<file path="src/rtl/uart_rx_param_pkg.sv">
// Shared definitions for the parameterised UART receiver.
// Holds the receive FSM state encoding, parity-mode constants, the legal
// range limits for frame length and baud divisor, and a frame-length clamp.
package uart_rx_param_pkg;

  typedef enum logic [2:0] {
    ST_IDLE   = 3'd0,
    ST_START  = 3'd1,
    ST_DATA   = 3'd2,
    ST_PARITY = 3'd3,
    ST_STOP   = 3'd4
  } rx_state_t;

  localparam logic [1:0] PAR_NONE = 2'b00;
  localparam logic [1:0] PAR_EVEN = 2'b01;
  localparam logic [1:0] PAR_ODD  = 2'b10;

  localparam int unsigned MIN_BITS = 5;
  localparam int unsigned MIN_BAUD = 4;

  // Out-of-range requests snap to the nearest legal frame length.
  function automatic logic [4:0] clamp_bits(input logic [4:0] bits,
                                            input int unsigned max_bits);
    if (bits < 5'(MIN_BITS)) return 5'(MIN_BITS);
    if (32'(bits) > max_bits) return 5'(max_bits);
    return bits;
  endfunction

endpackage

</file>
<file path="src/rtl/uart_rx_param_baud_tick.sv">
// uart_baud_tick: sample-strobe generator for the UART receiver.
// On start it latches the bit period and preloads a half-bit count so the
// first strobe lands mid start bit; afterwards it strobes once per bit period.
// Ports:
//   clk, rst  - system clock, synchronous active-high reset
//   baud      - cycles per bit (already clamped by the caller), latched on start
//   start     - begin a new frame (reload half-bit count)
//   run       - count while a frame is in progress
//   tick      - one-cycle sample strobe
module uart_baud_tick #(
  parameter int unsigned BAUD_W = 20
) (
  input  logic              clk,
  input  logic              rst,
  input  logic [BAUD_W-1:0] baud,
  input  logic              start,
  input  logic              run,
  output logic              tick
);

  logic [BAUD_W-1:0] reload;
  logic [BAUD_W-1:0] cnt;

  always_ff @(posedge clk) begin
    if (rst) begin
      reload <= '0;
      cnt    <= '0;
    end else if (start) begin
      reload <= baud - BAUD_W'(1);
      cnt    <= (baud >> 1) - BAUD_W'(1);
    end else if (run) begin
      if (cnt == '0) cnt <= reload;
      else           cnt <= cnt - BAUD_W'(1);
    end
  end

  assign tick = run && !start && (cnt == '0);

endmodule

</file>
<file path="src/rtl/uart_rx_param.sv">
// uart_rx_param: parameterised UART receiver with runtime frame format.
// Ports:
//   clk, rst            - system clock, synchronous active-high reset
//   baud                - cycles per bit (values below 4 act as 4)
//   rx_en               - receiver enable; dropping it aborts a frame
//   rx_in               - asynchronous serial line, idle high
//   cfg_bits/parity/stop- frame format, latched at the start edge
//   rx_data             - received word, LSB-aligned, unused MSBs zero
//   rx_valid/rx_ready   - output handshake on the holding register
//   parity_err/frame_err- status qualified by rx_valid
//   overrun             - one-cycle pulse when a completed frame is dropped
//   busy                - high whenever the FSM is not idle
module uart_rx_param
  import uart_rx_param_pkg::*;
#(
  parameter int unsigned MAX_BITS = 10,
  parameter int unsigned BAUD_W   = 20
) (
  input  logic                clk,
  input  logic                rst,
  input  logic [BAUD_W-1:0]   baud,
  input  logic                rx_en,
  input  logic                rx_in,
  input  logic [4:0]          cfg_bits,
  input  logic [1:0]          cfg_parity,
  input  logic                cfg_stop,
  output logic [MAX_BITS-1:0] rx_data,
  output logic                rx_valid,
  input  logic                rx_ready,
  output logic                parity_err,
  output logic                frame_err,
  output logic                overrun,
  output logic                busy
);

  localparam logic [4:0] MAX_BITS5 = 5'(MAX_BITS);

  logic sync1, sync2, prev;
  logic fall;

  rx_state_t state, next_state;

  logic [BAUD_W-1:0]   baud_eff;
  logic [4:0]          bits_l;
  logic [4:0]          bit_idx;
  logic [1:0]          par_l;
  logic                stop_cnt;
  logic [MAX_BITS-1:0] shift_r;
  logic                par_acc, par_err_r, frm_err_r;
  logic                start_det, tick, done;
  logic                par_on, last_data;
  logic [MAX_BITS-1:0] word;

  // Two-flop synchroniser plus one more flop for falling-edge detection.
  always_ff @(posedge clk) begin
    if (rst) begin
      sync1 <= 1'b1;
      sync2 <= 1'b1;
      prev  <= 1'b1;
    end else begin
      sync1 <= rx_in;
      sync2 <= sync1;
      prev  <= sync2;
    end
  end

  assign fall     = prev && !sync2;
  assign baud_eff = (baud < BAUD_W'(MIN_BAUD)) ? BAUD_W'(MIN_BAUD) : baud;

  uart_baud_tick #(.BAUD_W(BAUD_W)) u_tick (
    .clk   (clk),
    .rst   (rst),
    .baud  (baud_eff),
    .start (start_det),
    .run   (state != ST_IDLE),
    .tick  (tick)
  );

  assign par_on    = (par_l == PAR_EVEN) || (par_l == PAR_ODD);
  assign last_data = (bit_idx == bits_l - 5'd1);
  assign busy      = (state != ST_IDLE);
  // Bits enter at the MSB end, so a short frame sits high and is shifted down.
  assign word      = shift_r >> (MAX_BITS5 - bits_l);

  always_ff @(posedge clk) begin
    if (rst) state <= ST_IDLE;
    else     state <= next_state;
  end

  always_comb begin
    next_state = state;
    start_det  = 1'b0;
    done       = 1'b0;
    case (state)
      ST_IDLE:   if (rx_en && fall) begin
                   start_det  = 1'b1;
                   next_state = ST_START;
                 end
      ST_START:  if (tick) next_state = sync2 ? ST_IDLE : ST_DATA;
      ST_DATA:   if (tick && last_data) next_state = par_on ? ST_PARITY : ST_STOP;
      ST_PARITY: if (tick) next_state = ST_STOP;
      ST_STOP:   if (tick && !stop_cnt) begin
                   next_state = ST_IDLE;
                   done       = 1'b1;
                 end
      default:   next_state = ST_IDLE;
    endcase
    if (state != ST_IDLE && !rx_en) begin
      next_state = ST_IDLE;
      done       = 1'b0;
    end
  end

  // Frame datapath: format latched at the start edge, bits captured on ticks.
  always_ff @(posedge clk) begin
    if (rst) begin
      bits_l    <= 5'(MIN_BITS);
      bit_idx   <= '0;
      par_l     <= PAR_NONE;
      stop_cnt  <= 1'b0;
      shift_r   <= '0;
      par_acc   <= 1'b0;
      par_err_r <= 1'b0;
      frm_err_r <= 1'b0;
    end else if (start_det) begin
      bits_l    <= clamp_bits(cfg_bits, MAX_BITS);
      bit_idx   <= '0;
      par_l     <= cfg_parity;
      stop_cnt  <= cfg_stop;
      shift_r   <= '0;
      par_acc   <= 1'b0;
      par_err_r <= 1'b0;
      frm_err_r <= 1'b0;
    end else if (tick) begin
      case (state)
        ST_DATA: begin
          shift_r <= {sync2, shift_r[MAX_BITS-1:1]};
          par_acc <= par_acc ^ sync2;
          bit_idx <= bit_idx + 5'd1;
        end
        ST_PARITY: par_err_r <= sync2 != ((par_l == PAR_ODD) ? ~par_acc : par_acc);
        ST_STOP: begin
          if (!sync2) frm_err_r <= 1'b1;
          stop_cnt <= 1'b0;
        end
        default: ;
      endcase
    end
  end

  // Holding register with overrun protection.
  always_ff @(posedge clk) begin
    if (rst) begin
      rx_data    <= '0;
      rx_valid   <= 1'b0;
      parity_err <= 1'b0;
      frame_err  <= 1'b0;
      overrun    <= 1'b0;
    end else begin
      overrun <= 1'b0;
      if (done) begin
        if (!rx_valid || rx_ready) begin
          rx_data    <= word;
          parity_err <= par_err_r;
          frame_err  <= frm_err_r | ~sync2;
          rx_valid   <= 1'b1;
        end else begin
          overrun <= 1'b1;
        end
      end else if (rx_valid && rx_ready) begin
        rx_valid <= 1'b0;
      end
    end
  end

endmodule

</file>
<file path="config.mk">
export PLATFORM = sky130hd
export DESIGN_NAME = uart_rx_param
export DESIGN_NICKNAME = d
export VERILOG_FILES = /design/src/rtl/uart_rx_param_pkg.sv /design/src/rtl/uart_rx_param_baud_tick.sv /design/src/rtl/uart_rx_param.sv
export SDC_FILE = /design/constraint.sdc
export NUM_CORES = 1
export LEC_CHECK = 0
export CELL_PAD_IN_SITES_DETAIL_PLACEMENT = 1
export CELL_PAD_IN_SITES_GLOBAL_PLACEMENT = 1
export CORE_MARGIN = 5
export CORE_UTILIZATION = 46
export CTS_CLUSTER_DIAMETER = 30
export DETAILED_ROUTE_END_ITERATION = 10
export PLACE_DENSITY_LB_ADDON = 0.1
export SYNTH_ARGS = -nofsm -noshare
export SYNTH_HDL_FRONTEND = slang
export SYNTH_SLANG_ARGS = --single-unit
</file>
<file path="constraint.sdc">
create_clock -name clk -period 10 [get_ports clk]
set_input_delay 2 -clock clk [delete_from_list [all_inputs] [get_ports clk]]
set_output_delay 2 -clock clk [all_outputs]
set_load 0.02 [all_outputs]
</file>
==> reports/metrics.csv, run 1 <==
metric,value,unit
status,"complete, no violations",
top_reg_cell synth,dfxtp_1,
Tot GR Track Use,21.6,%
synthesized cell area,0.00500,mm^2
core footprint,0.0107,mm^2
IO Count,48,
share of the yosys chip area belonging to registers,34.4,%
share of layout cells above drive strength 1,7.22,%
largest fanout on the critical path,6,
routed wire length per instance,17.0,um
drt pass-1 iters,4,
Worst slew margin,45.1,%
Critical Path End Type,flop,
Rows,38,
number of global-route vias before repair,4726,
final instance area,0.00574,mm^2
final worst slack,3.94,ns
Max Cap Viol,0,
Post-Syn Nets,665,
fmax,165,MHz
Final TNS setup,0,ns
Critical Path RT,10.27,ns
dpl cell area,0.00554,mm^2
post-DP HPWL,10.0,mm
hold buffers post-CTS,0,
Peak VDD IR,0.0662,mV
period utilisation layout,60.6,%
Clock Latency Late Sink,0.37,ns
Hold Startpoint,sync1,
Initial Util,46.6,%
CTS tree,yes,
Post-DRT Antenna Nets,0,
Synth cell types,51,
RSZ-0062 raised after global routing,no,
Die H,114,um
"area leader, netlist",dfxtp_1,
worst slew pin tran,0.824,ns
Hold Crit Depth,1,
Synth top area share,34.4,%
Worst setup SP type,input port,
ys async rst share,0,%
gr ovfl total,0,
CTS buffer count,9,
Post-synth top cells,"nor2_1, dfxtp_1, nand2_1, clkbuf_1, o21ai_0",
CP Class,input port to flop,
Final Skew,0.0118,ns
Hold Path Class,flop to flop,
R2R Setup Slk,7.12,ns
Clock Path Buffers,2,
CTS-repair resized insts,0,
NumNets Final,687,
clock slew at reported path FFs,0.08,ns
IO Port Bufs,47,
Area growth syn-to-layout,14.7,%
Via density,5.76,
P_leak,1.95,nW
Post-synth EDFFs,0,
Worst Path Arrival,6.33,ns
most common cell in the netlist,nor2_1,
DR iter-0 viols,219,
Max Slew Vio Count,0,
Tmin final,6.06,ns
drt drc,0,
synth top area cells,"dfxtp_1, nor2_1, xnor2_1",
P per Cell Area,159,mW/mm^2
initial antenna violation count,0,
post-synthesis register bit count,86,
clock sinks,86,
Syn Area/Cell,8.02,um^2
routability cong.,0.881,
"Setup violations, final",0,
Post-CTS Repair Setup Buffers,0,
Synth warnings,0,
R2R Path End,rx_data[8],
worst reg2reg path depth,6,
final wirelength,13.5,mm
synthesized instance count,624,
maximum number of pins on one net before global-route repair,58,
root buffer cell,clkbuf_8,
n_diodes,0,
vias,4553,
die footprint,0.0131,mm^2
Chip Width,114,um
Final Hold Fails,0,
Placement Setup Slack,3.57,ns
Hold Path Sink,sync2,
H-tree levels,3,
first-pass GRT wire length,23.0,mm
FF-to-FF Start,u_tick.cnt[11],
==> power breakdown <==
part / switching (W) / internal, W / leakage, nW
sequential: 0.0000192 / 0.000357 / 0.697
clock: 0.000128 / 0.000129 / 0.0996
combinational: 0.000176 / 0.000105 / 1.16
==> cells in the final DEF (no fill, tap or decap), drive strengths merged, types with 13 or more instances in the layout <==
cell type and instances:
dfxtp 86, o21ai 38, xnor2 33, nor2 94, clkbuf 13, a211oi 22, xor2 31, o211ai 18
nor3 24, nand2 52, nor4 17, clkdlybuf4s50 46, mux2i 22, a21oi 34
==> worst max path at each step <==
stage	start	to	slack [ns]
floorplan	baud[17]	u_tick.reload[19]	4.67
global route	baud[14]	u_tick.reload[19]	3.47
detailed placement	baud[14]	u_tick.reload[19]	3.57
finish	baud[14]	u_tick.reload[19]	3.94
global placement	baud[15]	u_tick.reload[19]	3.81
CTS	baud[14]	u_tick.reload[19]	3.96
==> layer usage <==
layer | global-route usage, % | part of all wire, % | up-vias
met5 | 0 | 0 | -
met4 | 7.13 | 1.6 | 0
met3 | 2.27 | 2.4 | 16
met2 | 39.3 | 51 | 72
met1 | 26.5 | 45 | 2202
li1 | - | - | 2263
==> sequential cells by signal, indices dropped and copies added (netlist names), 2 cells and up <==
name / flops
bit_idx: 5
par_l: 2
u_tick.cnt: 20
bits_l: 5
state: 3
shift_r: 10
u_tick.reload: 20
rx_data: 10
==> critical path, stage by stage <==
cell             delay, ns
clkdlybuf4s50_1       0.49
or4_1                 0.69
or4_1                 0.49
o21ai_0               0.36
ha_1                  0.28
nor3b_1               0.54
nand3_1               0.32
nor3_1                0.37
nand2_2               0.12
or4_1                 0.40
a311oi_1              0.26
==> cell type report <==
class	instances	area [um^2]
timing repair buffer	53	510
clock buffer	13	159
multi-input combinational	484	3080
tap	140	175
fill	1330	5010
inverter	12	46.3
sequential	86	1720
clock inverter	3	42.5
==> kinds of logic (layout without fill, tap and decap cells) <==
family | count (synthesis) | in the layout | synth area share (%)
flops | 86 | 86 | 34.4
fa+ha+maj | 9 | 9 | 2.20
simple gates | 245 | 245 | 23.8
buf+inv | 54 | 81 | 4.13
compound gates | 139 | 139 | 17.6
xor+xnor | 64 | 64 | 11.2
mux | 27 | 27 | 6.65
==> metrics by stage <==
step	instances	total power (W)	hold slack [ns]	utilization, %
floorplan	624	0.000586	0.389	-
global placement	775	0.000653	0.396	51.5
detailed placement	775	0.000663	0.398	51.5
CTS	791	0.000917	0.419	53.4
global route	791	0.000964	0.443	53.4
finish	791	0.000914	0.418	53.4
Note: power is estimated with default switching activity, not from simulation.
==> inputs of run 2 (changes only) <==
--- a/config.mk
+++ b/config.mk
@@ -8,7 +8,7 @@
 export CELL_PAD_IN_SITES_DETAIL_PLACEMENT = 1
 export CELL_PAD_IN_SITES_GLOBAL_PLACEMENT = 1
 export CORE_MARGIN = 5
-export CORE_UTILIZATION = 46
+export CORE_UTILIZATION = 39
 export CTS_CLUSTER_DIAMETER = 30
 export DETAILED_ROUTE_END_ITERATION = 10
 export PLACE_DENSITY_LB_ADDON = 0.1
==> constraint.sdc (replaced) <==
create_clock -name clk -period 5.2 [get_ports clk]
set_input_delay 1.04 -clock clk [delete_from_list [all_inputs] [get_ports clk]]
set_output_delay 1.04 -clock clk [all_outputs]
set_load 0.02 [all_outputs]
==> reports/metrics.csv, run 2 (synthesized netlist as in run 1, its figures left out) <==
metric,value,unit
post-layout util,46.8,%
largest fanout on the critical path,6,
Final Hold Fails,0,
Peak VDD IR,0.197,mV
drt drc,0,
number of global-route vias before repair,4731,
CP max stage cell,or4_4,
Max Cap Viol,0,
gr ovfl total,0,
Area growth syn-to-layout,18.0,%
Critical Path End Type,flop,
status,"complete, no violations",
root buffer cell,clkbuf_16,
CP top delay family,simple AND/OR/NAND/NOR gates,
worst-path cell chain,clkdlybuf4s50_1 > or4_4 > or4_1 > o21ai_0 > ha_1 > nor3b_1 > nand3_1 > nor3_1 > nand2_2 > or4_1 > a311oi_1,
first-pass GRT wire length,23.4,mm
period utilisation layout,90.6,%
worst slew pin tran,0.994,ns
routed wire length per instance,16.8,um
Tmin final,4.71,ns
Via density,5.51,
"commonest non-fill, non-tap cell in the layout",nor2_1,
core footprint,0.0126,mm^2
RSZ-0062 raised after global routing,no,
Worst slew margin,33.6,%
post-DP HPWL,10.3,mm
IO Count,48,
vias,4536,
NumNets Final,687,
initial antenna violation count,0,
maximum number of pins on one net before global-route repair,45,
P per Cell Area,331,mW/mm^2
Die H,123,um
IO Port Bufs,47,
Post-CTS Repair Setup Buffers,0,
Max Slew Vio Count,0,
clock slew at reported path FFs,0.06,ns
clock sinks,86,
Critical Path RT,5.45,ns
"Setup violations, final",0,
n_diodes,0,
Chip Width,123,um
Clock Path Buffers,2,
Final TNS setup,0,ns
routability cong.,0.874,
drt pass-1 iters,4,
worst path bufs/invs,1,
total power draw,0.00196,W
most frequent cells in the layout,"nor2_1, dfxtp_1, nand2_1",
DR iter-0 viols,286,
CTS-repair resized insts,0,
final instance area,0.00590,mm^2
worst stage delay on the critical path,0.59,ns
Rows,41,
Post-DRT Antenna Nets,0,
P_leak,2.01,nW
CTS buffer count,9,
Largest regs,"u_tick.cnt x20, u_tick.reload x20",
CTS tree,yes,
dpl cell area,0.00558,mm^2
Tot GR Track Use,19.3,%
CP dominant cell by count,or4_1,
final wirelength,13.8,mm
CP Class,input port to flop,
Clock Latency Late Sink,0.34,ns
Final Skew,0.00711,ns
Hold Path Class,flop to flop,
Worst Path Arrival,4.96,ns
share of layout cells above drive strength 1,7.37,%
Worst setup SP type,input port,
hold buffers post-CTS,0,
H-tree levels,3,
Initial Util,39.6,%
fmax,212,MHz
die footprint,0.0152,mm^2
[run 2: routing by layer]
metal	wire, um	share of wire (%)	vias to the layer above	global-route usage, %
met5	0	0	-	0
met4	294	2.1	0	7.47
li1	-	-	2265	-
met2	6890	50	83	33.9
met1	6190	45	2162	24.0
met3	436	3.2	26	2.20
[run 2: final timing paths]
check                  from                 to  slack [ns]  depth (start not counted)
setup / recovery    baud[3]  u_tick.reload[19]        0.49                         11
hold / removal        sync1              sync2        0.42                          1
setup reg to reg  bits_l[0]           state[1]        2.35                          6
hold reg to reg       sync1              sync2        0.42                          1
[run 2: per-stage QoR]
stage,instances,setup WS [ns],hold WS (ns)
3_3_place_gp,807,0.338,0.420
2_1_floorplan,624,0.826,0.389
4_1_cts,823,0.477,0.423
5_1_grt,823,0.0712,0.436
3_5_place_dp,807,0.135,0.403
6_report,823,0.490,0.419
[run 2: area by class of cell]
| class | count | area, um^2 |
|---|---|---|
| multi-input cells | 484 | 3090 |
| inverters | 12 | 46.3 |
| well taps | 172 | 215 |
| fillers | 1551 | 6720 |
| flip-flops and latches | 86 | 1720 |
| clock buffers | 14 | 284 |
| repair buffers | 53 | 510 |
| clock inverters | 2 | 37.5 |
[run 2: worst register-to-register path, stage by stage (launching register included)]
cell and delay, ns:
dfxtp_1 0.76, inv_1 0.26, ha_1 0.67, xnor2_1 0.11, nor4_1 0.62, a211o_1 0.23
a31oi_1 0.08
[run 2: power by group]
group | switching (W) | internal (W) | total [W]
Clock | 0.000266 | 0.000425 | 0.000691
Combinational | 0.000337 | 0.000203 | 0.000540
Sequential | 0.0000369 | 0.000687 | 0.000724
==> inputs of run 3 (changes only) <==
--- a/config.mk
+++ b/config.mk
@@ -7,9 +7,10 @@
 export LEC_CHECK = 0
 export CELL_PAD_IN_SITES_DETAIL_PLACEMENT = 1
 export CELL_PAD_IN_SITES_GLOBAL_PLACEMENT = 1
-export CORE_MARGIN = 5
+export CORE_ASPECT_RATIO = 0.5
+export CORE_MARGIN = 8
 export CORE_UTILIZATION = 39
-export CTS_CLUSTER_DIAMETER = 30
+export CTS_CLUSTER_DIAMETER = 200
 export DETAILED_ROUTE_END_ITERATION = 10
 export PLACE_DENSITY_LB_ADDON = 0.1
 export SYNTH_ARGS = -nofsm -noshare
==> reports/metrics.csv, run 3 (synthesized netlist as in run 1, its figures left out) <==
metric,value,unit
status,"complete, no violations",
Clock Latency Late Sink,0.34,ns
NumNets Final,687,
share of layout cells above drive strength 1,7.53,%
Post-CTS Repair Setup Buffers,0,
met2 wire length,6.42,mm
Post-DRT Antenna Nets,0,
Peak VDD IR,0.193,mV
Critical Path End Type,flop,
M1 wire length,7.29,mm
dpl cells,805,
IO Port Bufs,47,
most frequent cells in the layout,"nor2_1, dfxtp_1, nand2_1",
initial antenna violation count,0,
drt pass-1 iters,4,
Post-Layout Cell Count,821,
"Setup violations, final",0,
Final Hold Fails,0,
CTS buffer count,9,
routed wl met3,375,um
Largest regs,"u_tick.cnt x20, u_tick.reload x20",
"commonest non-fill, non-tap cell in the layout",nor2_1,
post-DP HPWL,10.4,mm
routability cong.,0.838,
CTS-repair resized insts,0,
root buffer cell,clkbuf_16,
CTS tree,yes,
number of global-route vias before repair,4557,
Clock Path Buffers,2,
Hold Path Class,flop to flop,
Final Skew,0.00850,ns
P_leak,2.02,nW
die footprint,0.0169,mm^2
RSZ-0062 raised after global routing,no,
core footprint,0.0126,mm^2
Tmin final,4.79,ns
CP Class,input port to flop,
vias,4477,
Area growth syn-to-layout,18.2,%
clock sinks,86,
H-tree levels,3,
Rows,29,
Max Cap Viol,0,
Tot GR Track Use,17.0,%
period utilisation layout,92.0,%
gr ovfl total,0,
Max Slew Vio Count,0,
top layer in use,met4,
hold buffers post-CTS,0,
Critical Path RT,5.45,ns
routed wire length per instance,17.3,um
maximum number of pins on one net before global-route repair,45,
Initial Util,39.7,%
clock slew at reported path FFs,0.07,ns
Via density,5.45,
fmax,209,MHz
IO Count,48,
n_diodes,0,
first-pass GRT wire length,23.5,mm
Die H,96.1,um
final wirelength,14.2,mm
Worst setup SP type,input port,
Final TNS setup,0,ns
P per Cell Area,336,mW/mm^2
drt drc,0,
Worst Path Arrival,5.04,ns
worst slew pin tran,1.02,ns
largest fanout on the critical path,6,
Chip Width,176,um
DR iter-0 viols,258,
Worst slew margin,32.1,%
R2R Setup Slk,2.49,ns
# fillers,1505,
==> run 3: cell types whose count changed in the layout (fill, tap and decap cells not counted), sizes merged <==
cell,change
bufinv,+1
clkinv,+2
clkbuf,-3
==> run 3: worst max-delay path: stages <==
cell and delay, ns:
clkdlybuf4s50_1 0.54, or4_4 0.59, or4_1 0.51, o21ai_0 0.37, ha_1 0.29, nor3b_1 0.34
nand3_1 0.23, nor3_1 0.36, nand2_2 0.12, or4_1 0.41, a311oi_1 0.24
==> run 3: area by class of cell <==
class / count / area (um^2) / area share (%)
multi-input combinational: 484 / 3090 / 52.2
sequential: 86 / 1720 / 29.1
timing repair buffer: 53 / 510 / 8.63
clock buffer: 11 / 253 / 4.27
tap: 170 / 213 / 3.60
clock inverter: 5 / 81.3 / 1.38
inverter: 12 / 46.3 / 0.783
==> run 3: final timing paths <==
kind,start,endpoint,cells past startpoint
min,sync1,sync2,1
max reg2reg,bits_l[0],state[1],6
max,baud[3],u_tick.reload[19],11
min reg2reg,sync1,sync2,1
==> run 3: metrics by stage <==
stage	total power, W	hold WS [ns]	cell area, um^2	util (%)	setup slack [ns]
3_5_place_dp	0.00128	0.433	5580	44.3	0.114
6_report	0.00199	0.446	5910	47.0	0.414
2_1_floorplan	0.00113	0.389	5000	-	0.826
3_3_place_gp	0.00127	0.423	5580	44.3	0.350
4_1_cts	0.00200	0.450	5910	47.0	0.467
5_1_grt	0.00210	0.455	5910	47.0	0.184
==> run 3: metal layers <==
metal	vias up	GRT usage, %
met5	-	0
met4	0	3.78
li1	2260	-
met3	11	3.41
met1	2144	22.7
met2	62	28.3
==> run 3: power breakdown <==
| part | switching, W | internal (W) |
|---|---|---|
| Sequential | 0.0000375 | 0.000687 |
| Combinational | 0.000340 | 0.000203 |
| Clock | 0.000273 | 0.000447 |
| Total | 0.000651 | 0.00134 |
